File: config.mk
export PLATFORM = sky130hd
export DESIGN_NAME = cipher_key_regfile
export DESIGN_NICKNAME = d
export VERILOG_FILES = /design/src/rtl/cipher_regfile_pkg.sv /design/src/rtl/cipher_key_slot.sv /design/src/rtl/cipher_key_regfile.sv
export SDC_FILE = /design/constraint.sdc
export NUM_CORES = 1
export LEC_CHECK = 0
export CAP_MARGIN = 20
export CORE_MARGIN = 10
export CORE_UTILIZATION = 40
export CTS_CLUSTER_DIAMETER = 60
export DETAILED_ROUTE_END_ITERATION = 10
export GPL_ROUTABILITY_DRIVEN = 1
export GPL_TIMING_DRIVEN = 0
export PLACE_DENSITY = 0.74
export RECOVER_POWER = 25
export SLEW_MARGIN = 20
export SYNTH_ARGS = -nofsm -noshare
export SYNTH_HDL_FRONTEND = slang
export SYNTH_HIERARCHICAL = 1
export SYNTH_SLANG_ARGS = --single-unit
File: constraint.sdc
create_clock -name clk -period 1.9 [get_ports clk]
set_clock_uncertainty 0.1 [all_clocks]
set_input_delay 0.475 -clock clk [delete_from_list [all_inputs] [get_ports clk]]
set_output_delay 0.475 -clock clk [all_outputs]
set_load 0.01 [all_outputs]
File: src/rtl/cipher_regfile_pkg.sv
`default_nettype none
// +-----------------------------------------------------------------------+
// | Module      : cipher_regfile_pkg                                      |
// | Description : Address map, FSM states and ID layout for the cipher   |
// |               key register file.                                      |
// | Revision    : 1.0 - initial release                                   |
// +-----------------------------------------------------------------------+
package cipher_regfile_pkg;

   localparam int unsigned ADDR_SELECT      = 'h00;
   localparam int unsigned ADDR_LOCK        = 'h02;
   localparam int unsigned ADDR_ID          = 'h04;
   localparam int unsigned ADDR_COMMIT      = 'h06;
   localparam int unsigned DEFAULT_KEY_BASE = 'h10;

   localparam int unsigned ID_SEL_LSB = 0;
   localparam int unsigned ID_CH_LSB  = 8;

   typedef enum logic [0:0] {
      IDLE = 1'b0,
      RESP = 1'b1
   } state_t;

   // ID word: channel count in the upper byte, select width in the lower byte
   function automatic logic [15:0] id_word(input int unsigned num_ch, input int unsigned sel_width);
      logic [15:0] v;
      v = '0;
      v[ID_CH_LSB  +: 8] = num_ch[7:0];
      v[ID_SEL_LSB +: 8] = sel_width[7:0];
      return v;
   endfunction

endpackage
`default_nettype wire

File: src/rtl/cipher_key_slot.sv
`default_nettype none
// +-----------------------------------------------------------------------+
// | Module      : cipher_key_slot                                         |
// | Description : One key register with byte-strobed, lock-gated write.  |
// |               KEY_SHADOW_EN adds a shadow stage and commit copy.      |
// | Revision    : 1.0 - initial release                                   |
// +-----------------------------------------------------------------------+
module cipher_key_slot #(
   parameter int                   REG_WIDTH = 16,
   parameter logic [REG_WIDTH-1:0] RST_VAL   = '0
) (
   input  logic                   clk,
   input  logic                   rst_n,
   input  logic                   wr_en,
   input  logic                   locked,
   input  logic [REG_WIDTH-1:0]   wdata,
   input  logic [REG_WIDTH/8-1:0] wstrb,
`ifdef KEY_SHADOW_EN
   input  logic                   commit,
`endif
   output logic [REG_WIDTH-1:0]   key,
   output logic [REG_WIDTH-1:0]   rd_val
);

   localparam int c_NUM_BYTES = REG_WIDTH / 8;

   logic [REG_WIDTH-1:0] r_key;
   logic [REG_WIDTH-1:0] w_base;
   logic [REG_WIDTH-1:0] w_merged;

`ifdef KEY_SHADOW_EN
   logic [REG_WIDTH-1:0] r_shadow;

   assign w_base = r_shadow;

   always_ff @(posedge clk) begin
      if (!rst_n) begin
         r_shadow <= RST_VAL;
         r_key    <= RST_VAL;
      end else begin
         if (wr_en && !locked) r_shadow <= w_merged;
         if (commit)           r_key    <= r_shadow;
      end
   end

   assign rd_val = r_shadow;
`else
   assign w_base = r_key;

   always_ff @(posedge clk) begin
      if (!rst_n)                r_key <= RST_VAL;
      else if (wr_en && !locked) r_key <= w_merged;
   end

   assign rd_val = r_key;
`endif

   always_comb begin
      w_merged = w_base;
      for (int b = 0; b < c_NUM_BYTES; b++) begin
         if (wstrb[b]) w_merged[b*8 +: 8] = wdata[b*8 +: 8];
      end
   end

   assign key = r_key;

endmodule
`default_nettype wire

File: src/rtl/cipher_key_regfile.sv
`default_nettype none
// +-----------------------------------------------------------------------+
// | Module      : cipher_key_regfile                                      |
// | Description : Cipher select / per-channel key register file with      |
// |               strobes, write locks, ID and a one-cycle response.      |
// |               Optional shadow keys with commit: KEY_SHADOW_EN.        |
// | Revision    : 1.0 - initial release                                   |
// +-----------------------------------------------------------------------+
module cipher_key_regfile
   import cipher_regfile_pkg::*;
#(
   parameter int                          ADDR_WIDTH = 8,
   parameter int                          REG_WIDTH  = 16,
   parameter int                          NUM_CH     = 3,
   parameter int                          SEL_WIDTH  = 2,
   parameter int unsigned                 KEY_BASE   = DEFAULT_KEY_BASE,
   parameter logic [NUM_CH*REG_WIDTH-1:0] KEY_RST    = {16'h0002, 16'hFFFF, 16'h0000}
) (
   input  logic                        clk,
   input  logic                        rst_n,
   input  logic [ADDR_WIDTH-1:0]       addr,
   input  logic                        read,
   input  logic                        write,
   input  logic [REG_WIDTH-1:0]        wdata,
   input  logic [REG_WIDTH/8-1:0]      wstrb,
   output logic [REG_WIDTH-1:0]        rdata,
   output logic                        done,
   output logic                        error,
   output logic [REG_WIDTH-1:0]        select,
   output logic [NUM_CH*REG_WIDTH-1:0] keys,
   output logic [NUM_CH-1:0]           lock
);

   state_t                r_state, w_state_nxt;
   logic [SEL_WIDTH-1:0]  r_sel;
   logic [NUM_CH-1:0]     r_lock;
   logic [REG_WIDTH-1:0]  r_rdata;
   logic                  r_done, r_error;

   logic                  w_is_sel, w_is_lock, w_is_id, w_is_commit, w_valid;
   logic [NUM_CH-1:0]     w_key_hit;
   logic [REG_WIDTH-1:0]  w_key_rd [NUM_CH];
   logic [REG_WIDTH-1:0]  w_rd_val;
   logic                  w_access, w_err, w_wr_ok;

   always_comb begin
      w_is_sel    = (addr == ADDR_WIDTH'(ADDR_SELECT));
      w_is_lock   = (addr == ADDR_WIDTH'(ADDR_LOCK));
      w_is_id     = (addr == ADDR_WIDTH'(ADDR_ID));
`ifdef KEY_SHADOW_EN
      w_is_commit = (addr == ADDR_WIDTH'(ADDR_COMMIT));
`else
      w_is_commit = 1'b0;
`endif
      w_key_hit = '0;
      for (int i = 0; i < NUM_CH; i++) begin
         if (addr == ADDR_WIDTH'(KEY_BASE + 2 * i)) w_key_hit[i] = 1'b1;
      end
      w_valid = w_is_sel | w_is_lock | w_is_id | w_is_commit | (|w_key_hit);

      // COMMIT and invalid addresses fall through to zero
      w_rd_val = '0;
      if (w_is_sel)  w_rd_val = REG_WIDTH'(r_sel);
      if (w_is_lock) w_rd_val = REG_WIDTH'(r_lock);
      if (w_is_id)   w_rd_val = REG_WIDTH'(id_word(NUM_CH, SEL_WIDTH));
      for (int i = 0; i < NUM_CH; i++) begin
         if (w_key_hit[i]) w_rd_val = w_key_rd[i];
      end
   end

   assign w_access = (r_state == IDLE) && (read || write);
   assign w_err    = (read && write) || !w_valid || (write && w_is_id)
                   || (write && |(w_key_hit & r_lock));
   assign w_wr_ok  = w_access && write && !w_err;

   always_ff @(posedge clk) begin
      if (!rst_n) r_state <= IDLE;
      else        r_state <= w_state_nxt;
   end

   always_comb begin
      w_state_nxt = r_state;
      case (r_state)
         IDLE:    if (read || write) w_state_nxt = RESP;
         RESP:    w_state_nxt = IDLE;
         default: w_state_nxt = IDLE;
      endcase
   end

   always_ff @(posedge clk) begin
      if (!rst_n) begin
         r_done  <= 1'b0;
         r_error <= 1'b0;
         r_rdata <= '0;
         r_sel   <= '0;
         r_lock  <= '0;
      end else begin
         r_done  <= w_access;
         r_error <= w_access && w_err;
         if (w_access && read) r_rdata <= w_err ? '0 : w_rd_val;
         if (w_wr_ok && w_is_sel) begin
            for (int b = 0; b < SEL_WIDTH; b++) begin
               if (wstrb[b/8]) r_sel[b] <= wdata[b];
            end
         end
         if (w_wr_ok && w_is_lock && wstrb[0]) r_lock <= r_lock | wdata[NUM_CH-1:0];
      end
   end

`ifdef KEY_SHADOW_EN
   logic [NUM_CH-1:0] w_commit;
   assign w_commit = (w_wr_ok && w_is_commit && wstrb[0]) ? wdata[NUM_CH-1:0] : '0;
`endif

   for (genvar gi = 0; gi < NUM_CH; gi++) begin : g_slot
      logic [REG_WIDTH-1:0] w_key;

      cipher_key_slot #(
         .REG_WIDTH (REG_WIDTH),
         .RST_VAL   (KEY_RST[gi*REG_WIDTH +: REG_WIDTH])
      ) u_slot (
         .clk    (clk),
         .rst_n  (rst_n),
         .wr_en  (w_wr_ok && w_key_hit[gi]),
         .locked (r_lock[gi]),
         .wdata  (wdata),
         .wstrb  (wstrb),
`ifdef KEY_SHADOW_EN
         .commit (w_commit[gi]),
`endif
         .key    (w_key),
         .rd_val (w_key_rd[gi])
      );

      assign keys[gi*REG_WIDTH +: REG_WIDTH] = w_key;
   end

   assign rdata  = r_rdata;
   assign done   = r_done;
   assign error  = r_error;
   assign select = REG_WIDTH'(r_sel);
   assign lock   = r_lock;

endmodule
`default_nettype wire
==> flow_metrics.env, run 1 <==
export IMPL_initial_utilization_pct=41.1
export IMPL_crit_required_ns=2.07
export IMPL_finalSetupViolCount=4
export IMPL_layout_drive_gt1_share_pct=27.8
export IMPL_ys_async_sr_fraction_pct=0
export IMPL_grt_use_met1_pct=20.3
export IMPL_seqCellArea_mm2=0.00145
export IMPL_ys_warn_count=6
export IMPL_synth_area_leader_cell="dfxtp_1"
export IMPL_cts_tree="yes"
export IMPL_io_pins=115
export IMPL_synthAdderAreaFrac_pct=0
export IMPL_hold_viol=0
export IMPL_whs_ns=0.347
export IMPL_antenna_cells=0
export IMPL_tightest_slew_ns=0.506
export IMPL_firstDrtPassIters=4
export IMPL_post_dp_hpwl_mm=9.48
export IMPL_p_leak_nw=2.46
export IMPL_grt_busiest_layer="met2"
export IMPL_post_drt_wl_per_cell_um=17.6
export IMPL_ys_seq_elements=72
export IMPL_critPathLaunchType="input pin"
export IMPL_switching_share_pct=25.8
export IMPL_fin_nets=615
export IMPL_synthTopCellsByCount="dfxtp_1 (72), nand2_1 (71), buf_4 (64)"
export IMPL_die_area_mm2=0.0145
export IMPL_grt_pass1_vias=3700
export IMPL_place_area_mm2=0.00525
export IMPL_first_iter_violations=262
export IMPL_synth_top_family_by_area="simple AND/OR/NAND/NOR gates"
export IMPL_outcome="complete, but fails checks"
export IMPL_switching_power_w=0.000798
export IMPL_setup_slack_ns=-0.0146
export IMPL_relSlewSlack_pct=65.9
export IMPL_die_y_um=120
export IMPL_hold_buffers=0
export IMPL_gr_usage_met3_pct=4.84
export IMPL_synthMuxAreaShare_pct=11.2
export IMPL_p_int_w=0.00230
export IMPL_hold_path_class="in -> reg"
export IMPL_h_tree_depth=3
export IMPL_synth_cell_types=47
export IMPL_die_width_um=120
export IMPL_cap_violations=0
export IMPL_synth_area_leaders="dfxtp_1 (36%), buf_4 (12%), mux2i_1 (11%)"
export IMPL_clock_sinks=72
export IMPL_design_area_mm2=0.00562
export IMPL_clk_pin_slew_ns=0.07
export IMPL_fillCellCount=892
export IMPL_portBuffers=99
export IMPL_multi_input_comb_area_mm2=0.00195
export IMPL_irDropWorstVdd_mv=0.370
export IMPL_areaGrowthSynthToFinish_pct=39.8
export IMPL_synth_compound_area_share_pct=14.6
export IMPL_floorplan_rows=36
export IMPL_cp_arrival_ns=2.09
export IMPL_period_minus_slack_ns=1.91
export IMPL_p_per_area_mw_per_mm2=551
export IMPL_timing_fmax_ghz=0.522
export IMPL_pwr_share_clk_pct=40.4
export IMPL_synthSimpleGateAreaFrac_pct=19.5
export IMPL_antenna_found_initial=0
export IMPL_place_gp_congestion=0.922
export IMPL_syn_area_mm2=0.00402
export IMPL_worstPathMaxFanout=8
export IMPL_vias=3594
export IMPL_drc=0
export IMPL_viasPerCell=4.97
export IMPL_cp_end_kind="flop"
export IMPL_coreArea_mm2=0.00977
export IMPL_rsz0062_at_grt="yes"
export IMPL_slew_violations=0
export IMPL_ys_seq_area_share_pct=35.9
export IMPL_failed_checks="setup timing"
export IMPL_insertion_delay_ns=0.35
export IMPL_wl_mm=12.7
export IMPL_track_usage_pct=17.1
export IMPL_synth_most_common_cell="dfxtp_1"
export IMPL_power_frac_seq_pct=48.8
export IMPL_avgSynthCellArea_um2=8.95
export IMPL_worst_setup_path_type="in -> reg"
export IMPL_grt_pass1_wl_mm=19.9
export IMPL_synth_top_area_share_pct=35.9
export IMPL_grt_start_max_net_pins=15
export IMPL_synth_top_flop_cell="dfxtp_1"
export IMPL_cts_max_path_buffers=2
export IMPL_period_share_pct=101
export IMPL_place_ws_ns=-0.982
export IMPL_root_buffer="clkbuf_8"
export IMPL_grt_overflow=0
export IMPL_synth_edf_count=0
export IMPL_grtUsageMet2_pct=29.0
export IMPL_synth_xor_area_share_pct=0
export IMPL_ant_nets=0
export IMPL_combPwrFrac_pct=10.7
export IMPL_postSynthCellCount=449
export IMPL_cts_inserted_buffers=9
==> state kept, by name, indices dropped and copies added, names as in the netlist <==
| register | flops |
|---|---|
| rdata | 16 |
| r_sel | 2 |
| lock | 3 |
| done | 1 |
| g_slot.u_slot/key | 48 |
| r_state | 1 |
| error | 1 |
==> timing repair <==
action | CTS | global route
buffers inserted | 10 | 3
endpoints found under the setup margin | 73 | 83
resized for setup | 60 | 38
pin swaps | 10 | 7
==> critical path, stage by stage <==
cell and delay [ns]:
buf_6 0.10, buf_6 0.12, a2111oi_4 0.30, nand4_1 0.24, nor3_2 0.28, and3b_1 0.21, buf_6 0.16, mux2i_1 0.19
==> cell type report <==
class / count / share of cell area (%)
sequential: 72 / 25.8
clock buffer: 10 / 2.45
tap: 133 / 2.96
multi-input combinational: 276 / 34.6
inverter: 22 / 1.47
clock inverter: 6 / 1.22
timing repair buffer: 112 / 18.8
buffer: 92 / 12.7
==> cells by family after synthesis <==
group,after synthesis
buffers and inverters,114
DFF,72
muxes,45
other,1
and+or+nand+nor,146
AOI/OAI and AO/OA,71
==> metrics by stage <==
step	util [%]	instances	total power, W	setup TNS, ns
after floorplan	-	462	0.00172	-4.71
after global placement	53.7	694	0.00186	-57.40
after detailed placement	53.7	694	0.00186	-59.87
after CTS	57.2	720	0.00310	-0.370
after global routing	57.5	723	0.00322	-2.75
final	57.5	723	0.00310	-0.0362
==> cell usage in the layout, fill, tap and decap left out, types with 3 or more instances in the layout <==
cell type,n
a21oi_1,8
a22o_1,3
a22oi_1,11
and3b_1,6
buf_2,13
buf_4,77
buf_6,11
clkbuf_1,5
clkbuf_2,7
clkbuf_8,11
clkdlybuf4s25_1,15
clkdlybuf4s50_1,58
clkinv_4,3
conb_1,14
dfxtp_1,69
dlymetal6s2s_1,11
inv_1,22
mux2i_1,45
nand2_1,70
nand2b_1,3
nand3_1,6
nand4_1,4
nand4b_1,17
nor2_1,9
nor2b_1,3
nor3_1,4
nor3_2,3
o211ai_2,16
o21ai_1,16
o31ai_1,3
==> final timing paths <==
check        slack [ns]  depth (start not counted)                      end     start
max reg2reg        0.15                          7  g_slot[0].u_slot/key[6]   lock[2]
min                0.35                          2                     done      read
max               -0.01                          8  g_slot[2].u_slot/key[4]   addr[1]
min reg2reg        0.36                          2                 rdata[0]  rdata[0]
==> power groups by stage <==
| stage | clock network [W] | registers [W] | logic (W) |
|---|---|---|---|
| floorplan | 0 | 0.00155 | 0.000169 |
| global placement | 0 | 0.00155 | 0.000310 |
| detailed placement | 0 | 0.00155 | 0.000312 |
| CTS | 0.00127 | 0.00151 | 0.000321 |
| global route | 0.00135 | 0.00151 | 0.000356 |
| finish | 0.00125 | 0.00151 | 0.000332 |
==> layer usage <==
layer / share of wire (%) / routed length, um / vias to the layer above
li1: - / - / 1761
met1: 42 / 5300 / 1695
met2: 49 / 6230 / 118
met3: 7.8 / 988 / 20
met4: 1.4 / 178 / 0
met5: 0 / 0 / -
(Power assumes the default switching activity.)
==> run 2: changes to the inputs <==
--- a/config.mk
+++ b/config.mk
@@ -10,7 +10,7 @@
 export CORE_UTILIZATION = 40
 export CTS_CLUSTER_DIAMETER = 60
 export DETAILED_ROUTE_END_ITERATION = 10
-export GPL_ROUTABILITY_DRIVEN = 1
+export GPL_ROUTABILITY_DRIVEN = 0
 export GPL_TIMING_DRIVEN = 0
 export PLACE_DENSITY = 0.74
 export RECOVER_POWER = 25
==> results of run 2 <==
Same layout as run 1: the final DEF is identical, and so are final timing and power.
